`config.mk`:
```
export PLATFORM = sky130hd
export DESIGN_NAME = stack_calc
export DESIGN_NICKNAME = d
export VERILOG_FILES = /design/src/rtl/stack_calc.sv
export SDC_FILE = /design/constraint.sdc
export NUM_CORES = 1
export LEC_CHECK = 0
export BUFFER_PORTS_ARGS = -buffer_cell sky130_fd_sc_hd__buf_2
export CAP_MARGIN = 0
export CORE_MARGIN = 4
export CORE_UTILIZATION = 56
export CTS_CLUSTER_DIAMETER = 80
export DETAILED_ROUTE_END_ITERATION = 12
export PLACE_DENSITY = 0.79
export SKIP_CTS_REPAIR_TIMING = 1
export SLEW_MARGIN = 20
export SYNTH_ARGS = -nofsm -noshare
export SYNTH_HDL_FRONTEND = slang
export SYNTH_SLANG_ARGS = --single-unit
```
`constraint.sdc`:
```
create_clock -name clk -period 7.3 [get_ports clk]
set_input_delay 0.73 -clock clk [delete_from_list [all_inputs] [get_ports clk]]
set_output_delay 0.73 -clock clk [all_outputs]
set_load 0.02 [all_outputs]
```
`src/rtl/stack_calc.sv`:
```
// stack_calc: parametrised operand-stack calculator with a sticky error flag.
// Define STACK_CALC_DIV_EN to enable div/mod (opcodes 7/8) on an iterative divider; otherwise they are illegal.
module stack_calc #(
  parameter int WIDTH = 8,
  parameter int DEPTH = 8
) (
  input  logic                       clk,
  input  logic                       rst,
  input  logic [WIDTH-1:0]           in,
  input  logic [3:0]                 op,
  input  logic                       apply,
  output logic                       ready,
  output logic [WIDTH-1:0]           head,
  output logic                       empty,
  output logic                       full,
  output logic [$clog2(DEPTH+1)-1:0] count,
  output logic                       valid
);
  localparam int CW = $clog2(DEPTH+1);
  localparam int IW = $clog2(DEPTH);

  typedef enum logic [3:0] {
    OP_PUSH = 4'd0,
    OP_POP  = 4'd1,
    OP_INC  = 4'd2,
    OP_DEC  = 4'd3,
    OP_ADD  = 4'd4,
    OP_MUL  = 4'd5,
    OP_SUB  = 4'd6,
    OP_DIV  = 4'd7,
    OP_MOD  = 4'd8,
    OP_DUP  = 4'd9,
    OP_SWAP = 4'd10,
    OP_CLR  = 4'd11
  } op_t;

  logic [WIDTH-1:0] r_stk [DEPTH];
  logic [CW-1:0]    r_cnt;
  logic             r_valid;

  logic [IW-1:0]    w_top, w_sec, w_nxt;
  logic [WIDTH-1:0] w_a, w_b;
  logic             w_ge1, w_ge2, w_full, w_acc;
  logic             w_err, w_we0, w_we1, w_div_start;
  logic [IW-1:0]    w_idx0, w_idx1;
  logic [WIDTH-1:0] w_dat0, w_dat1;
  logic [CW-1:0]    w_cnt_nxt;

  assign w_top  = IW'(r_cnt - CW'(1));
  assign w_sec  = IW'(r_cnt - CW'(2));
  assign w_nxt  = IW'(r_cnt);
  assign w_b    = r_stk[w_top];
  assign w_a    = r_stk[w_sec];
  assign w_ge1  = (r_cnt != '0);
  assign w_ge2  = (r_cnt >= CW'(2));
  assign w_full = (r_cnt == CW'(DEPTH));
  assign w_acc  = apply && ready && r_valid;

`ifdef STACK_CALC_DIV_EN
  localparam int BW = $clog2(WIDTH);

  typedef enum logic {S_IDLE, S_DIV} state_t;

  state_t           r_state, w_state_nxt;
  logic [WIDTH-1:0] r_rem, r_quo, r_dvs, w_rem_nxt, w_quo_nxt;
  logic [BW-1:0]    r_bit;
  logic             r_is_mod, w_div_last;
  logic [WIDTH:0]   w_trial, w_diff;

  assign ready      = (r_state == S_IDLE);
  assign w_div_last = (r_state == S_DIV) && (r_bit == BW'(WIDTH-1));

  // Restoring step: r_quo starts as the dividend and shifts quotient bits in at the LSB.
  always_comb begin
    w_trial = {r_rem, r_quo[WIDTH-1]};
    w_diff  = w_trial - {1'b0, r_dvs};
    if (w_diff[WIDTH]) begin
      w_rem_nxt = w_trial[WIDTH-1:0];
      w_quo_nxt = {r_quo[WIDTH-2:0], 1'b0};
    end else begin
      w_rem_nxt = w_diff[WIDTH-1:0];
      w_quo_nxt = {r_quo[WIDTH-2:0], 1'b1};
    end
  end

  always_comb begin
    w_state_nxt = r_state;
    case (r_state)
      S_IDLE:  if (w_div_start) w_state_nxt = S_DIV;
      S_DIV:   if (w_div_last)  w_state_nxt = S_IDLE;
      default: w_state_nxt = S_IDLE;
    endcase
  end

  always_ff @(posedge clk) begin
    if (rst) r_state <= S_IDLE;
    else     r_state <= w_state_nxt;
  end

  always_ff @(posedge clk) begin
    if (w_div_start) begin
      r_rem    <= '0;
      r_quo    <= w_a;
      r_dvs    <= w_b;
      r_bit    <= '0;
      r_is_mod <= (op == OP_MOD);
    end else if (r_state == S_DIV) begin
      r_rem <= w_rem_nxt;
      r_quo <= w_quo_nxt;
      r_bit <= r_bit + BW'(1);
    end
  end
`else
  assign ready = 1'b1;
`endif

  always_comb begin
    w_err       = 1'b0;
    w_we0       = 1'b0;
    w_we1       = 1'b0;
    w_idx0      = w_top;
    w_idx1      = w_sec;
    w_dat0      = w_b;
    w_dat1      = w_a;
    w_cnt_nxt   = r_cnt;
    w_div_start = 1'b0;
    if (w_acc) begin
      // Any unlisted or unknown opcode lands in default and latches the error.
      case (op)
        OP_PUSH: begin
          if (w_full) w_err = 1'b1;
          else begin
            w_we0 = 1'b1; w_idx0 = w_nxt; w_dat0 = in; w_cnt_nxt = r_cnt + CW'(1);
          end
        end
        OP_POP: begin
          if (!w_ge1) w_err = 1'b1;
          else        w_cnt_nxt = r_cnt - CW'(1);
        end
        OP_INC: begin
          if (!w_ge1) w_err = 1'b1;
          else begin w_we0 = 1'b1; w_dat0 = w_b + WIDTH'(1); end
        end
        OP_DEC: begin
          if (!w_ge1) w_err = 1'b1;
          else begin w_we0 = 1'b1; w_dat0 = w_b - WIDTH'(1); end
        end
        OP_ADD, OP_MUL, OP_SUB: begin
          if (!w_ge2) w_err = 1'b1;
          else begin
            w_we0     = 1'b1;
            w_idx0    = w_sec;
            w_cnt_nxt = r_cnt - CW'(1);
            if (op == OP_ADD)      w_dat0 = w_a + w_b;
            else if (op == OP_MUL) w_dat0 = w_a * w_b;
            else                   w_dat0 = w_a - w_b;
          end
        end
`ifdef STACK_CALC_DIV_EN
        OP_DIV, OP_MOD: begin
          if (!w_ge2 || (w_b == '0)) w_err = 1'b1;
          else                       w_div_start = 1'b1;
        end
`endif
        OP_DUP: begin
          if (!w_ge1 || w_full) w_err = 1'b1;
          else begin
            w_we0 = 1'b1; w_idx0 = w_nxt; w_dat0 = w_b; w_cnt_nxt = r_cnt + CW'(1);
          end
        end
        OP_SWAP: begin
          if (!w_ge2) w_err = 1'b1;
          else begin
            w_we0 = 1'b1; w_dat0 = w_a;
            w_we1 = 1'b1; w_dat1 = w_b;
          end
        end
        OP_CLR:  w_cnt_nxt = '0;
        default: w_err = 1'b1;
      endcase
    end
`ifdef STACK_CALC_DIV_EN
    if (w_div_last) begin
      w_we0     = 1'b1;
      w_idx0    = w_sec;
      w_dat0    = r_is_mod ? w_rem_nxt : w_quo_nxt;
      w_cnt_nxt = r_cnt - CW'(1);
    end
`endif
  end

  always_ff @(posedge clk) begin
    if (rst) begin
      r_cnt   <= '0;
      r_valid <= 1'b1;
    end else begin
      r_cnt <= w_cnt_nxt;
      if (w_err) r_valid <= 1'b0;
      if (w_we0) r_stk[w_idx0] <= w_dat0;
      if (w_we1) r_stk[w_idx1] <= w_dat1;
    end
  end

  assign head  = w_ge1 ? w_b : '0;
  assign empty = !w_ge1;
  assign full  = w_full;
  assign count = r_cnt;
  assign valid = r_valid;

endmodule

```
==> results by group <==
Critical path
  • Critical path class: reg2reg
  • CP arrival: a little under 7 ns
  • Worst-path maximum fanout: 11
  • Slowest CP cell: ha_1
  • CP most frequent cell: inv_1
  • Largest stage delay, worst path: slightly below 0.8 ns
  • Cell breakdown of the critical path: inv_1 -> ha_1 -> mux2i_1 -> inv_1 -> nand2_1 -> fa_1 -> fa_1 -> inv_1 -> fa_1 -> inv_1 -> fa_1 -> inv_1 -> ha_1 -> a21oi_1 -> xnor2_1 -> xnor2_1 -> xnor3_1 -> nor3_2 -> o311ai_4 -> a31oi_1
  • Setup crit start kind: flop
  • Worst path required time: between 7 and 8 ns
  • CP bufs+invs: 5
  • Critical path capture point type: flop
  • Top Family by Delay on Critical Path: adder cells

GRT
  • Maximum number of pins on one net before global-route repair: 32
  • Met3 Use GR: 0.0573
  • M1 GR Usage: 0.398
  • GR Layer Usage met2: 0.496
  • GRT Overall Usage: 0.305
  • First-pass GRT wire length: 34,500 um
  • GRT busiest layer: met2
  • Vias in the first global route: between 6k and 7k
  • Initial antenna violation count: 0
  • Grt ovf: 0

Drt
  • Routed length per instance: between 20 and 25 um
  • First-pass iteration count of the detailed router: 6
  • Final WL: ~22,000 um
  • Iteration-0 DRC Markers: 1,172
  • ANT nets after route: 0
  • Residual DRC: 0
  • Vias/cell: about 6.9
  • Routed vias: 6,544

STA
  • Tcrit/Tclk final: 0.941
  • Final number of setup-violating endpoints: 0
  • Final hold vios: 0
  • Setup Skew: roughly 0.011 ns
  • RSZ-0062 raised after global routing: no
  • TNS Setup: 0 ns
  • Rel. slew slack: 0.197
  • Least-Margin Pin Slew: ~1.2 ns
  • Fmax: between 100 and 150 MHz
  • Fin crit period: about 7 ns
  • Setup ws final: about 0.43 ns
  • Max-slew violations: 0

Logic synthesis
  • Post-synth EDFFs: between 60 and 70
  • Ys Warns: 0
  • Library cells used by synthesis: between 70 and 80
  • Async set or reset register ratio after synthesis: 0
  • Post-Synthesis Cell Area: 7150 um^2
  • Register area share after synthesis: 0.283
  • Syn_nets: roughly 840
  • Synthesized instance count: around 770
  • Prevailing post-synth register cell: edfxtp_1
  • Seq cells post-synth: slightly below 70
  • Syn_area_per_cell: about 9.3 um^2

Place
  • I/O Buffers: 29
  • Setup Slack @ Placement: between 0.6 and 0.7 ns
  • RePlAce Congestion: around 1
  • Detailed Place HPWL: 16,000 um

Power
  • Pwr Density: roughly 240 nW/um^2
  • Seq pwr share: 0.252
  • Comb pwr share: 0.540
  • Net Sw Frac: 0.411
  • P_sw: approximately 750 uW
  • P_leak: between 0.003 and 0.004 uW
  • Clock power frac: 0.208
  • Maximum vdd drop: 0.000112 V
  • Internal power: between 1000 and 1500 uW

Clocking
  • Clk_lat worst skew: approximately 0.33 ns
  • Root buffer cell: clkbuf_16
  • CTS Buf Count: 9
  • Clk buf depth: 2
  • TritonCTS clock tree: built
  • Worst-path clk slew: 0.06 ns
  • H-tree levels: 3
  • Clk sink count: 69

Floorplan
  • DIE HEIGHT: approximately 120 um
  • Die outline width: 121 um
  • Top Ports: 31
  • Initial cell density of the core: 0.569
  • Die area: 14,600 um^2
  • Num rows: slightly above 40
  • Core area: about 13,000 um^2

Layout
  • Commonest cells after routing, fill and taps aside: nor2_1 (89), nand2_1 (69), a21oi_1 (67), edfxtp_1 (64), inv_1 (49)
  • Most common cell after layout, fill and taps aside: nor2_1
  • Fill cell count: about 1.1k
  • Share of layout cells above drive strength 1: 0.150
  • Fin nets: 846
  • Layout area overhead: 6.72%
  • Antenna Cells: 0

Worst hold path
  • Hold Path Class: reg2reg

Status
  • Status: finished clean

Job
  • Max Cap Violations: 0
==> kinds of logic (layout without fill, tap and decap cells) <==
group	Yosys count	after routing	share of synthesized area
AOI/OAI and AO/OA	201	201	0.181
xor gates and xnor gates	23	23	0.0352
adders and majority gates	55	55	0.111
buffers and inverters	95	109	0.0600
DFF	69	69	0.283
muxes	79	79	0.171
other	1	1	0.000525
and+or+nand+nor	243	243	0.158
==> power groups by stage <==
stage          clock (uW)  combinational, uW  sequential [uW]
3_5_place_dp            0                952              466
6_report              377                979              458
5_1_grt               393               1060              458
3_3_place_gp            0                915              465
2_1_floorplan           0                717              468
4_1_cts               377                961              458
==> flip-flops by register name, indices dropped and copies added, names as in the netlist <==
register	cells
count	4
valid	1
r_stk	64
==> through the flow <==
stage	power, uW	instance area, um^2	cells	hold slack [ns]	utilization
2_1_floorplan	1190	7150	766	0.595	-
3_3_place_gp	1380	7380	937	0.481	0.587
3_5_place_dp	1420	7380	937	0.524	0.587
4_1_cts	1800	7630	952	0.538	0.607
5_1_grt	1910	7630	952	0.572	0.607
6_report	1810	7630	952	0.534	0.607
==> cell type report <==
class	instances	area, um^2	area share
Clock buffer	11	233	0.0305
Clock inverter	4	16.3	0.00213
Inverter	53	201	0.0264
Multi-Input combinational cell	602	4710	0.617
Sequential cell	69	2020	0.265
Tap cell	172	215	0.0282
Timing Repair Buffer	41	235	0.0308
==> cells in the mapped netlist (3+ instances only) <==
library cell	count	area share
nor2_1	89	0.047
nand2_1	69	0.036
a21oi_1	67	0.047
edfxtp_1	64	0.27
inv_1	49	0.026
ha_1	41	0.072
mux2i_1	35	0.049
o21ai_0	31	0.022
mux4_2	27	0.085
clkbuf_1	24	0.013
nand3_1	20	0.014
a31oi_1	19	0.017
o22ai_1	18	0.016
xnor2_1	16	0.020
fa_1	14	0.039
mux2_2	11	0.017
nand2b_1	10	0.0088
nor3_1	10	0.0070
buf_2	8	0.0056
o221ai_1	8	0.0098
a21o_1	7	0.0074
a22oi_1	7	0.0074
nor2b_1	7	0.0061
a221oi_1	6	0.0074
or2_2	6	0.0053
a211oi_1	5	0.0053
and2_1	5	0.0044
buf_4	5	0.0053
dfxtp_1	5	0.014
nor4_1	5	0.0044
o21bai_1	5	0.0053
a221o_1	4	0.0056
and3b_1	4	0.0049
buf_6	4	0.0063
mux4_1	4	0.015
o211ai_1	4	0.0042
o21a_1	3	0.0031
o21ai_1	3	0.0021
==> worst register-to-register path, cell delays in order (launching register included) <==
cell      delay (ns)
dfxtp_1         0.66
inv_1           0.26
ha_1            0.78
mux2i_1         0.35
inv_1           0.38
nand2_1         0.14
fa_1            0.48
fa_1            0.56
inv_1           0.05
fa_1            0.49
inv_1           0.06
fa_1            0.55
inv_1           0.05
ha_1            0.32
a21oi_1         0.19
xnor2_1         0.19
xnor2_1         0.13
xnor3_1         0.23
nor3_2          0.06
o311ai_4        0.46
a31oi_1         0.19
==> metal layers <==
layer	up-vias	wire [um]
met5	-	0
met4	0	840
met3	78	2390
met2	477	10700
met1	3137	8150
li1	2852	-
==> final timing paths <==
check                           to  slack (ns)  cells after the start                   from
min             valid$_SDFFE_PP1P_        0.53                      1     valid$_SDFFE_PP1P_
max reg2reg  r_stk[3][7]$_DFFE_PP_        0.43                     20  count[2]$_SDFFE_PP0P_
max          r_stk[3][7]$_DFFE_PP_        0.43                     20  count[2]$_SDFFE_PP0P_
min reg2reg     valid$_SDFFE_PP1P_        0.53                      1     valid$_SDFFE_PP1P_
No activity file was read; power rests on OpenSTA's default activity.
